<file path="src/rtl/ysyx_22040088_ifu.sv">
// ysyx_22040088_ifu -- instruction fetch unit for the single-issue core.
//
// Holds the architectural PC and fetches one 32-bit instruction per PC over a
// valid/ready instruction-memory port. It presents {pc, inst, fault} to decode
// and waits for decode to return the next PC.
//
// Handshake semantics: a transfer happens on a rising edge where valid and ready
// are both high. Once valid is raised, the producer holds valid and its payload
// stable until that edge. The producer never waits for ready before raising
// valid.
//
// Ports:
//   clk, rst                  core clock; synchronous active-high reset
//   imem_req_valid/ready/addr fetch request (addr always equals the PC register)
//   imem_resp_valid/data/err  fetch response (only sampled while waiting for it)
//   out_valid/ready           instruction towards decode
//   out_pc/inst/fault         presented PC, latched instruction, fetch fault
//   nextpc_valid, nextpc      next PC returned by decode
//   fetch_cnt                 instructions delivered to decode (wraps at 2^64)
module ysyx_22040088_ifu #(
    parameter logic [63:0] RESET_PC = 64'h8000_0000
) (
    input  logic        clk,
    input  logic        rst,
    output logic        imem_req_valid,
    input  logic        imem_req_ready,
    output logic [63:0] imem_req_addr,
    input  logic        imem_resp_valid,
    input  logic [31:0] imem_resp_data,
    input  logic        imem_resp_err,
    output logic        out_valid,
    input  logic        out_ready,
    output logic [63:0] out_pc,
    output logic [31:0] out_inst,
    output logic        out_fault,
    input  logic        nextpc_valid,
    input  logic [63:0] nextpc,
    output logic [63:0] fetch_cnt
);

    typedef enum logic [2:0] {
        S_IDLE    = 3'd0,
        S_REQ     = 3'd1,
        S_WAIT    = 3'd2,
        S_DELIVER = 3'd3,
        S_WAITPC  = 3'd4
    } state_e;

    // A misaligned PC is not sent to memory. It is delivered as a faulting nop.
    localparam logic [31:0] NOP_INST = 32'h0000_0013;

    state_e      state_q, state_d;
    logic [63:0] pc_q, pc_d;
    logic [31:0] inst_q, inst_d;
    logic        fault_q, fault_d;
    logic [63:0] cnt_q, cnt_d;
    logic        pc_aligned;

    assign pc_aligned = (pc_q[1:0] == 2'b00);

    always_comb begin
        state_d        = state_q;
        pc_d           = pc_q;
        inst_d         = inst_q;
        fault_d        = fault_q;
        cnt_d          = cnt_q;
        imem_req_valid = 1'b0;
        out_valid      = 1'b0;

        case (state_q)
            S_IDLE: begin
                state_d = S_REQ;
            end
            S_REQ: begin
                if (pc_aligned) begin
                    imem_req_valid = 1'b1;
                    if (imem_req_ready) begin
                        state_d = S_WAIT;
                    end
                end else begin
                    inst_d  = NOP_INST;
                    fault_d = 1'b1;
                    state_d = S_DELIVER;
                end
            end
            S_WAIT: begin
                // The response is only looked at here. A request and its
                // response therefore always land on different edges.
                if (imem_resp_valid) begin
                    inst_d  = imem_resp_data;
                    fault_d = imem_resp_err;
                    state_d = S_DELIVER;
                end
            end
            S_DELIVER: begin
                out_valid = 1'b1;
                if (out_ready) begin
                    cnt_d = cnt_q + 64'd1;
                    // Decode normally computes nextpc in the same cycle. If it
                    // does not, the PC is parked until nextpc arrives.
                    if (nextpc_valid) begin
                        pc_d    = nextpc;
                        state_d = S_REQ;
                    end else begin
                        state_d = S_WAITPC;
                    end
                end
            end
            S_WAITPC: begin
                if (nextpc_valid) begin
                    pc_d    = nextpc;
                    state_d = S_REQ;
                end
            end
            default: begin
                state_d = S_IDLE;
            end
        endcase
    end

    always_ff @(posedge clk) begin
        if (rst) begin
            state_q <= S_IDLE;
            pc_q    <= RESET_PC;
            inst_q  <= 32'h0;
            fault_q <= 1'b0;
            cnt_q   <= 64'h0;
        end else begin
            state_q <= state_d;
            pc_q    <= pc_d;
            inst_q  <= inst_d;
            fault_q <= fault_d;
            cnt_q   <= cnt_d;
        end
    end

    assign imem_req_addr = pc_q;
    assign out_pc        = pc_q;
    assign out_inst      = inst_q;
    assign out_fault     = fault_q;
    assign fetch_cnt     = cnt_q;

endmodule

</file>
<file path="config.mk">
export PLATFORM = sky130hd
export DESIGN_NAME = ysyx_22040088_ifu
export DESIGN_NICKNAME = d
export VERILOG_FILES = /design/src/rtl/ysyx_22040088_ifu.sv
export SDC_FILE = /design/constraint.sdc
export NUM_CORES = 1
export LEC_CHECK = 0
export CORE_ASPECT_RATIO = 0.6
export CORE_MARGIN = 2
export CORE_UTILIZATION = 42
export DETAILED_ROUTE_END_ITERATION = 8
export PLACE_DENSITY_LB_ADDON = 0.08
export SYNTH_ARGS = -nofsm -noshare
export SYNTH_HDL_FRONTEND = slang
export SYNTH_SLANG_ARGS = --single-unit
export TNS_END_PERCENT = 30
</file>
<file path="constraint.sdc">
create_clock -name clk -period 2.6 [get_ports clk]
set_clock_uncertainty 0.2 [all_clocks]
set_input_delay 0.39 -clock clk [delete_from_list [all_inputs] [get_ports clk]]
set_output_delay 0.39 -clock clk [all_outputs]
set_load 0.02 [all_outputs]
</file>
==> results_dict.tcl <==
set metrics [dict create \
    postSynthRegisterBits 164 \
    initial_drt_markers 611 \
    outcome "completed" \
    hold_class "primary input to flip-flop" \
    grt_max_degree 82 \
    global_route_wire_length_before_repair_um 37360 \
    synth_top_area_share_pct 44.94 \
    design.die.area_um2 18500 \
    detail_route.wirelength_um 24190 \
    post_drt_via_cell_ratio 5.185 \
    first_global_vias 6877 \
    timing.max_cap.violations 0 \
    final.setup.worst_slack_ns 0.1939 \
    synth.cell_area_um2 7306 \
    io_pins 330 \
    slack_of_the_worst_reg_to_reg_path_ns 0.19 \
    post_synthesis_average_cell_area_um2 8.073 \
    synthCells 905 \
    place_inst 1404 \
    critPathArrivalTime_ns 2.54 \
    cellLeakagePower_uw 0.003812 \
    synth_fp_nets 1009 \
    synth-async-reset-ratio_pct 0 \
    numPortBuffers 329 \
    timing.reg2reg.worst_path_depth 5 \
    clk_pin_slew_ns 0.07 \
    antenna_violating_nets_post_route 0 \
    detail_route.drc_violations 0 \
    tritoncts_num_sinks 164 \
    synth_seq_area_share_pct 44.94 \
    drive_above_1_share_pct 8.735 \
    hold_slack_ns 0.1382 \
    cp-endpoint "fetch_cnt[63]" \
    timing_worst_slew_pin_value_ns 0.3952 \
    rel_slew_slack_pct 73.46 \
    syn2layout_area_growth_pct 53.31 \
    insertedDiodeCount 0 \
    yosys.area.top_type "sky130_fd_sc_hd__dfxtp_1" \
    post_dp_cell_area_um2 10660 \
    end_kind "flip-flop" \
    number_of_antenna_violations_at_the_first_check_in_global_routing 0 \
    finalNetCount 1293 \
    synth-edff-count 0 \
    groute.usage.overall_pct 25.44 \
    power_dens_cells_nw_per_um2 543.9 \
    cts_tree "yes" \
    timing.final.setup_violations 0 \
    setup.worst_path.start_class "flip-flop" \
    fin_total_pwr_uw 6092 \
    timing.final.max_slew_violations 0 \
    finalInstanceArea_um2 11200 \
    r2r_end "fetch_cnt[63]" \
    hold_violation_total_from_the_final_report 0 \
    route.detailed.wl_per_inst_um 16.85 \
    postCtsResizedCells 2 \
    rsz0062_at_grt "false" \
    timing.final.crit_share_pct 92.54 \
    cts-buffers-inserted 17 \
    max_clock_freq_ghz 0.4156 \
    ctsHoldBuffers 0 \
    place_congestion 0.8819 \
    place.detailed.hpwl_um 18000 \
    via_count_of_the_routed_design 7446 \
    synth_warnings 0 \
    rows 37 \
    cts_max_level 4 \
    post_cts.repair.setup_buffers 0 \
    ir_drop_mv 0.4041 \
    floorplan.initialDensity_pct 42.77 \
    timing.critical_path.from "fetch_cnt[16]" \
    dieWidth_um 174.3 \
    chipHeight_um 106.2 \
    critPathMaxFanout 6 \
    grt.overflow.total 0 \
    r2r-start "fetch_cnt[16]" \
    place_worst_setup_slack_ns -0.1714 \
    synthTopCellsByArea "sky130_fd_sc_hd__dfxtp_1, sky130_fd_sc_hd__nand2_1, sky130_fd_sc_hd__a21oi_1" \
    crit_required_ns 2.74 \
    time_the_worst_path_needs_with_i_o_delays_and_setup_ns 2.406 \
    skew_pair_late_insertion_delay_ns 0.41 \
    cts_root_buf "sky130_fd_sc_hd__clkbuf_16" \
    fp.coreArea_um2 17080 \
    synth_cell_type_count 45 \
    clk_path_buf_depth 2 \
    drt_pre_antenna_iters 5 \
    crit_type "flip-flop to flip-flop" \
    finish.cell_count_without_fillers 1436 \
    ys.flop_type "sky130_fd_sc_hd__dfxtp_1" \
]
-- registers in the layout, summed over array words and instances, names as in the netlist --
register / flops
fetch_cnt: 64
imem_req_addr: 64
out_fault: 1
out_inst: 32
state_q: 3
-- metal layers --
metal / track usage, % / wire (um) / vias to the layer above
met2: 39.63 / 10930 / 293
li1: - / - / 3624
met4: 7.023 / 241 / 0
met5: 0 / 0 / -
met3: 5.758 / 1786 / 18
met1: 35.43 / 11240 / 3511
-- metrics by stage --
stage | setup TNS (ns) | util (%)
after floorplan | 0 | -
after global placement | -0.4091 | 62.43
after detailed placement | -1.130 | 62.43
after CTS | 0 | 65.55
after global routing | 0 | 65.57
final | 0 | 65.57
-- cells in the final DEF, fill, tap and decap left out, drive strengths merged --
cell type,instances
mux2,3
ha,1
xnor2,12
or4,11
nand2,188
clkdlybuf4s50,326
clkinv,1
nor2,49
buf,51
dfxtp,164
or2,2
and2,1
nor3,23
nor4,8
a21oi,127
o21a,1
nand3,55
o31ai,9
nand4b,2
nor3b,1
dlymetal6s2s,1
inv,15
dlygate4sd2,1
a211oi,2
nor4bb,1
nand4,33
and4,6
and3,11
xor2,18
clkbuf,20
nand3b,1
o21ai,26
nor2b,1
o22ai,1
or3,23
and4b,1
clkinvlp,6
-- Yosys cell counts, types with 2 or more instances --
| cell type | n |
|---|---|
| sky130_fd_sc_hd__dfxtp_1 | 164 |
| sky130_fd_sc_hd__nand4_2 | 2 |
| sky130_fd_sc_hd__mux2_2 | 3 |
| sky130_fd_sc_hd__o21ai_0 | 25 |
| sky130_fd_sc_hd__clkbuf_1 | 34 |
| sky130_fd_sc_hd__a211oi_1 | 2 |
| sky130_fd_sc_hd__buf_6 | 2 |
| sky130_fd_sc_hd__xor2_1 | 18 |
| sky130_fd_sc_hd__nand3_2 | 2 |
| sky130_fd_sc_hd__and4_1 | 6 |
| sky130_fd_sc_hd__nor4_1 | 3 |
| sky130_fd_sc_hd__xnor2_1 | 12 |
| sky130_fd_sc_hd__nand2_1 | 188 |
| sky130_fd_sc_hd__nand4_4 | 3 |
| sky130_fd_sc_hd__or2_2 | 2 |
| sky130_fd_sc_hd__nor3_1 | 21 |
| sky130_fd_sc_hd__or4_1 | 11 |
| sky130_fd_sc_hd__buf_1 | 4 |
| sky130_fd_sc_hd__a21oi_1 | 127 |
| sky130_fd_sc_hd__inv_1 | 10 |
| sky130_fd_sc_hd__nand4_1 | 28 |
| sky130_fd_sc_hd__nor4_4 | 3 |
| sky130_fd_sc_hd__nor4_2 | 2 |
| sky130_fd_sc_hd__o31ai_1 | 9 |
| sky130_fd_sc_hd__buf_4 | 64 |
| sky130_fd_sc_hd__and3_1 | 11 |
| sky130_fd_sc_hd__nor2_1 | 49 |
| sky130_fd_sc_hd__or3_1 | 23 |
| sky130_fd_sc_hd__nand3_1 | 53 |
| sky130_fd_sc_hd__buf_2 | 9 |
-- critical path: stages, from the launching register on --
cell and delay, ns:
sky130_fd_sc_hd__dfxtp_1 0.46, sky130_fd_sc_hd__nand3_2 0.27, sky130_fd_sc_hd__nor4_2 0.38, sky130_fd_sc_hd__nand4_1 0.28, sky130_fd_sc_hd__or4_1 0.58, sky130_fd_sc_hd__a21oi_1 0.15
-- how the worst min path moves through the flow --
stage                  from             to  slack [ns]  cells after the start
2_1_floorplan  nextpc_valid     state_q[2]        0.27                      1
6_report                rst  fetch_cnt[25]        0.14                      2
4_1_cts                 rst  fetch_cnt[19]        0.12                      2
5_1_grt                 rst  fetch_cnt[23]        0.13                      2
3_3_place_gp   out_inst[23]   out_inst[23]        0.24                      2
3_5_place_dp   out_inst[15]   out_inst[15]        0.24                      2
-- kinds of logic after synthesis --
logic type	Yosys count	synth area share (%)
buf+inv	124	10.04
compound gates	166	11.80
fa+ha+maj	1	0.1712
xor+xnor	30	3.596
simple gates	417	28.99
flops	164	44.94
mux	3	0.4624
-- power breakdown --
part	switching (uW)	internal [uW]	leakage (uW)	total (uW)
Combinational	632	489	0.00225	1120
Sequential	69.6	2600	0.00132	2670
Clock	1060	1240	0.000241	2300
-- final cells by class --
class / count / area (um^2)
inverter: 10 / 37.54
fill: 1451 / 5882
timing repair buffer: 379 / 3742
tap: 234 / 292.8
clock inverter: 12 / 97.59
sequential: 164 / 3284
multi-input combinational: 617 / 3309
clock buffer: 20 / 436.7
Power figures use the tool's default switching activity.
